<file path="src/rtl/program_loader.sv">
// Byte-stream program loader: assembles little-endian 16-bit words from a valid/ready
// byte link and writes them into instruction memory. Define LOADER_CHECKSUM_EN to enable the trailing checksum byte.
module program_loader #(
  parameter int ADDR_W     = 32,
  parameter int START_ADDR = 0,
  parameter int LEN_W      = 16
) (
  input  logic              clk,
  input  logic              reset,
  input  logic              load_start,
  input  logic [LEN_W-1:0]  load_len,
  input  logic              byte_valid,
  input  logic [7:0]        byte_data,
  output logic              byte_ready,
  output logic              write_enable_fm,
  output logic [15:0]       write_data_fm,
  output logic [ADDR_W-1:0] write_addr_fm,
  output logic              rst_fm,
  output logic              busy,
  output logic              done,
  output logic              error
);

  typedef enum logic [2:0] {
    S_IDLE,
    S_LO,
    S_HI,
    S_WR,
`ifdef LOADER_CHECKSUM_EN
    S_CHK,
`endif
    S_DONE
  } state_t;

  localparam logic [ADDR_W-1:0] START = ADDR_W'(START_ADDR);

  state_t            state, state_nxt;
  logic [LEN_W-1:0]  count;
  logic [7:0]        lo_byte;
  logic [15:0]       word;
  logic [ADDR_W-1:0] addr;
  logic              xfer;
  logic              start_ok;

  assign xfer     = byte_valid & byte_ready;
  assign start_ok = (state == S_IDLE) && load_start;

  // NOTE: sequential state uses non-blocking assignments so every register samples pre-edge values.
  always_ff @(posedge clk or negedge reset) begin
    if (!reset) state <= S_IDLE;
    else        state <= state_nxt;
  end

  // NOTE: every combinational output gets a default first, so no path can infer a latch.
  always_comb begin
    state_nxt       = state;
    byte_ready      = 1'b0;
    write_enable_fm = 1'b0;
    done            = 1'b0;
    case (state)
      S_IDLE: if (load_start) state_nxt = (load_len == '0) ? S_DONE : S_LO;
      S_LO: begin
        byte_ready = 1'b1;
        if (xfer) state_nxt = S_HI;
      end
      S_HI: begin
        byte_ready = 1'b1;
        if (xfer) state_nxt = S_WR;
      end
      S_WR: begin
        write_enable_fm = 1'b1;
`ifdef LOADER_CHECKSUM_EN
        state_nxt = (count == LEN_W'(1)) ? S_CHK : S_LO;
`else
        state_nxt = (count == LEN_W'(1)) ? S_DONE : S_LO;
`endif
      end
`ifdef LOADER_CHECKSUM_EN
      S_CHK: begin
        byte_ready = 1'b1;
        if (xfer) state_nxt = S_DONE;
      end
`endif
      S_DONE:  begin
        done      = 1'b1;
        state_nxt = S_IDLE;
      end
      default: state_nxt = S_IDLE;
    endcase
  end

  assign busy   = (state != S_IDLE);
  assign rst_fm = busy;

  // The word register only changes on the high-byte transfer, so the write data stays
  // stable through the strobe and afterwards until the next full word is assembled.
  always_ff @(posedge clk or negedge reset) begin
    if (!reset) begin
      count   <= '0;
      lo_byte <= '0;
      word    <= '0;
      addr    <= START;
    end else begin
      if (start_ok) begin
        count <= load_len;
        addr  <= START;
      end
      if (state == S_LO && xfer) lo_byte <= byte_data;
      if (state == S_HI && xfer) word    <= {byte_data, lo_byte};
      if (state == S_WR) begin
        addr  <= addr + 1'b1;
        count <= count - 1'b1;
      end
    end
  end

  assign write_data_fm = word;
  assign write_addr_fm = addr;

`ifdef LOADER_CHECKSUM_EN
  logic [7:0] sum;
  logic       error_q;

  always_ff @(posedge clk or negedge reset) begin
    if (!reset) begin
      sum     <= '0;
      error_q <= 1'b0;
    end else begin
      if (start_ok) begin
        sum     <= '0;
        error_q <= 1'b0;
      end
      if ((state == S_LO || state == S_HI) && xfer) sum <= sum + byte_data;
      if (state == S_CHK && xfer) error_q <= (byte_data != sum);
    end
  end

  assign error = error_q;
`else
  assign error = 1'b0;
`endif

endmodule
</file>
<file path="config.mk">
export PLATFORM = sky130hd
export DESIGN_NAME = program_loader
export DESIGN_NICKNAME = d
export VERILOG_FILES = /design/src/rtl/program_loader.sv
export SDC_FILE = /design/constraint.sdc
export NUM_CORES = 1
export LEC_CHECK = 0
export CORE_MARGIN = 4
export CORE_UTILIZATION = 52
export CTS_BUF_LIST = sky130_fd_sc_hd__clkbuf_8
export CTS_CLUSTER_DIAMETER = 80
export DETAILED_ROUTE_END_ITERATION = 6
export GPL_TIMING_DRIVEN = 1
export PLACE_DENSITY_LB_ADDON = 0.12
export SYNTH_ARGS = -nofsm -noshare
export SYNTH_HDL_FRONTEND = slang
export SYNTH_SLANG_ARGS = --single-unit
</file>
<file path="constraint.sdc">
create_clock -name clk -period 2.5 [get_ports clk]
set_input_delay 0.625 -clock clk [delete_from_list [all_inputs] [get_ports clk]]
set_output_delay 0.625 -clock clk [all_outputs]
set_load 0.1 [all_outputs]
</file>
==> summary.md <==
| Metric | Value |
|---|---|
| Post-synthesis async set-or-reset flop share | 100% |
| First-pass GRT wire length | 13,300 microns |
| Initial antenna violation count | 0 |
| Top-count cell post-synth | dfrtp_1 |
| Startpoint type of the worst setup path | flip-flop |
| Power Dens Cells | 1230 nW/um^2 |
| Post-synth net total | 376 |
| Reg-to-Reg End | count[15]$_DFFE_PN0P_ |
| Worst-margin pin slew | 0.571 ns |
| DP Cell Count | 513 |
| Routed vias/inst | 5.62 |
| Nets | 459 |
| Fin. max-slew vios | 0 |
| Setup_tns | 0 ns |
| Iter 0 DRT Violations | 149 |
| Synthesized area | 3620 sq um |
| CTS tree | built |
| Cell row count | 30 |
| DIE HEIGHT | 91.4 microns |
| Final total power | 0.00577 W |
| Dpl ws | 0.129 ns |
| CP max stage cell | dfrtp_1 |
| Largest net degree at the start of global routing | 76 |
| I/O Pins | 82 |
| GP Congestion | 0.876 |
| Setup Fix Bufs, Post-CTS | 0 |
| CP max stage delay | 0.38 ns |
| Crit path from | state[2]$_DFFE_PN0P_ |
| Post-synth top cells | dfrtp_1, nand2_1, mux2_2, o21ai_0, nand3_1 |
| Seq cells post-synth | 75 |
| CP Capture Type | output pin |
| Cells after synthesis | 345 |
| Crit path to | write_enable_fm |
| EDFF count, synth | 0 |
| Area contributors post-synth | dfrtp_1, mux2_2, nand2_1, mux2i_1, o21ai_0 |
| PortBufs | 80 |
| F_max | 0.448 GHz |
| Hold buffers post-CTS | 0 |
| Finish-stage setup viols | 0 |
| Worst reg2reg setup slack | 0.28 ns |
| Number of global-route vias before repair | 2,864 |
| Post-synth top area share | 51.9% |
| Antenna fix cells | 0 |
| Worst Path Max Fanout | 7 |
| Core ar. | 6790 sq um |
| DP Wirelength | 5790 microns |
| ANT nets after route | 0 |
| Die W | 91.4 microns |
| CTS sink count | 75 |
| Fraction of the yosys area taken by sequential cells | 51.9% |
| Resized cells post-CTS | 0 |
| Max-cap violations | 0 |
| Via Count | 2,972 |
| Slew HR | 61.4% |
| Min Tclk post-route | 2.23 ns |
| Min setup slack post-route | 0.268 ns |
| Setup CP Type | reg2out |
| Utilization after layout | 68.8% |
| Global route overflow | 0 |
| CTS buffer count | 9 |
| Wire per inst | 15.2 microns |
| Setup Skew | 0.00762 ns |
| Final cell count without fillers | 529 |
| Synth Area per Inst | 10.5 sq um |
| Die ar. | 8350 sq um |
| Final Hold Fails | 0 |
| CTS max path bufs | 2 |
| Clock slew at reported path FFs | 0.08 ns |
| WP data required | 1.88 ns |
| Worst ir drop on vdd | 1.81 mV |
| Routed Wire Length | 8070 microns |
| CTS H-tree lvls | 3 |
| Synth warn | 0 |
| Status | complete, no violations |
| WP data arrival | 1.61 ns |
| Root Buffer | clkbuf_8 |
| Residual DRC | 0 |
| DRT Pass-1 Iters | 4 |
| Worst r2r src | count[8]$_DFFE_PN0P_ |
| Tcrit/Tclk final | 89.3% |
| Starting density of the core | 53.2% |
| Share of layout cells above drive strength 1 | 27.9% |
| Tot GR Track Use | 19.7% |
| Worst reg2reg path depth | 5 |
| Worst Hold Class | in2async |
| P_leak | 2.10 nW |
| Clock latency on the worst-skew pair | 0.34 ns |
| Top FF cell, synth | dfrtp_1 |
| Fill cell count | 531 |
| Yosys cell types | 47 |
| RSZ-0062 raised after global routing | no |
| Crit-path cells | nand3b_1 -> inv_1 -> buf_12 |
| Cell type with the highest aggregate area in the netlist | dfrtp_1 |
| Synth-to-layout area growth | 29.3% |
worst max-delay path, delay by kind of cell (launching register included):
family	cells	cell delay, ns
buffers and inverters	2	0.56
DFF	1	0.38
and+or+nand+nor	1	0.32
layout make-up:
class,count,area [sq um],share of cell area (%)
inverters,5,18.8,0.401
multi-input cells,243,1640,35.0
flip-flops and latches,75,1880,40.2
clock buffers,9,124,2.65
repair buffers,94,818,17.5
clock inverters,7,76.3,1.63
well taps,96,120,2.57
placed cells by master, fill, tap and decap left out, drive strengths merged, types with 6 or more instances in the layout:
cell,Yosys,final
a21oi,9,9
and3,7,7
and4,6,6
buf,6,68
clkbuf,16,9
clkdlybuf4s50,0,26
dfrtp,75,75
inv,5,7
mux2,24,24
mux2i,15,15
nand2,42,42
nand3,21,21
nand4,8,8
nor2,12,12
nor3,6,6
nor4,9,9
o211ai,10,10
o21ai,24,24
o31ai,6,6
flip-flops by register name, indices dropped and copies added (netlist names):
signal and flops:
state 3, write_data_fm 16, count 16, lo_byte 8
write_addr_fm 32
where the power goes:
group	total (W)	switching [W]	internal (W)
clock	0.000938	0.000470	0.000468
combinational	0.00299	0.00211	0.000876
sequential	0.00184	0.000270	0.00157
worst min path at each step:
stage | start | to | slack (ns) | cells after the start
finish | reset | write_addr_fm[3]$_DFFE_PN0P_ | 0.30 | 2
floorplan | reset | count[0]$_DFFE_PN0P_ | 0.33 | 0
detailed placement | lo_byte[4]$_DFFE_PN0P_ | lo_byte[4]$_DFFE_PN0P_ | 0.49 | 1
global placement | write_addr_fm[7]$_DFFE_PN0P_ | write_addr_fm[7]$_DFFE_PN0P_ | 0.48 | 1
CTS | reset | write_addr_fm[15]$_DFFE_PN0P_ | 0.31 | 2
global route | reset | write_addr_fm[10]$_DFFE_PN0P_ | 0.32 | 2
cells by family (layout without fill, tap and decap cells):
family / after synthesis / after routing / share of synthesized area (%)
and+or+nand+nor: 130 / 130 / 19.0
DFF: 75 / 75 / 51.9
buffers and inverters: 27 / 115 / 3.15
other: 1 / 1 / 0.104
xor gates and xnor gates: 2 / 2 / 0.484
adders and majority gates: 3 / 3 / 1.04
AOI/OAI and AO/OA: 68 / 68 / 12.7
muxes: 39 / 39 / 11.6
layer usage:
metal	up-vias	global-route usage, %	routed length, microns
li1	1458	-	-
met1	1413	25.1	3590
met2	90	32.4	3920
met3	11	5.47	467
met4	0	6.53	97
met5	-	0	0
through the flow:
stage / hold WS, ns / area, sq um
after floorplan: 0.329 / 3630
after global placement: 0.477 / 4480
after detailed placement: 0.490 / 4480
after CTS: 0.308 / 4680
after global routing: 0.319 / 4680
final: 0.302 / 4680
No activity file was read; power rests on OpenSTA's default activity.
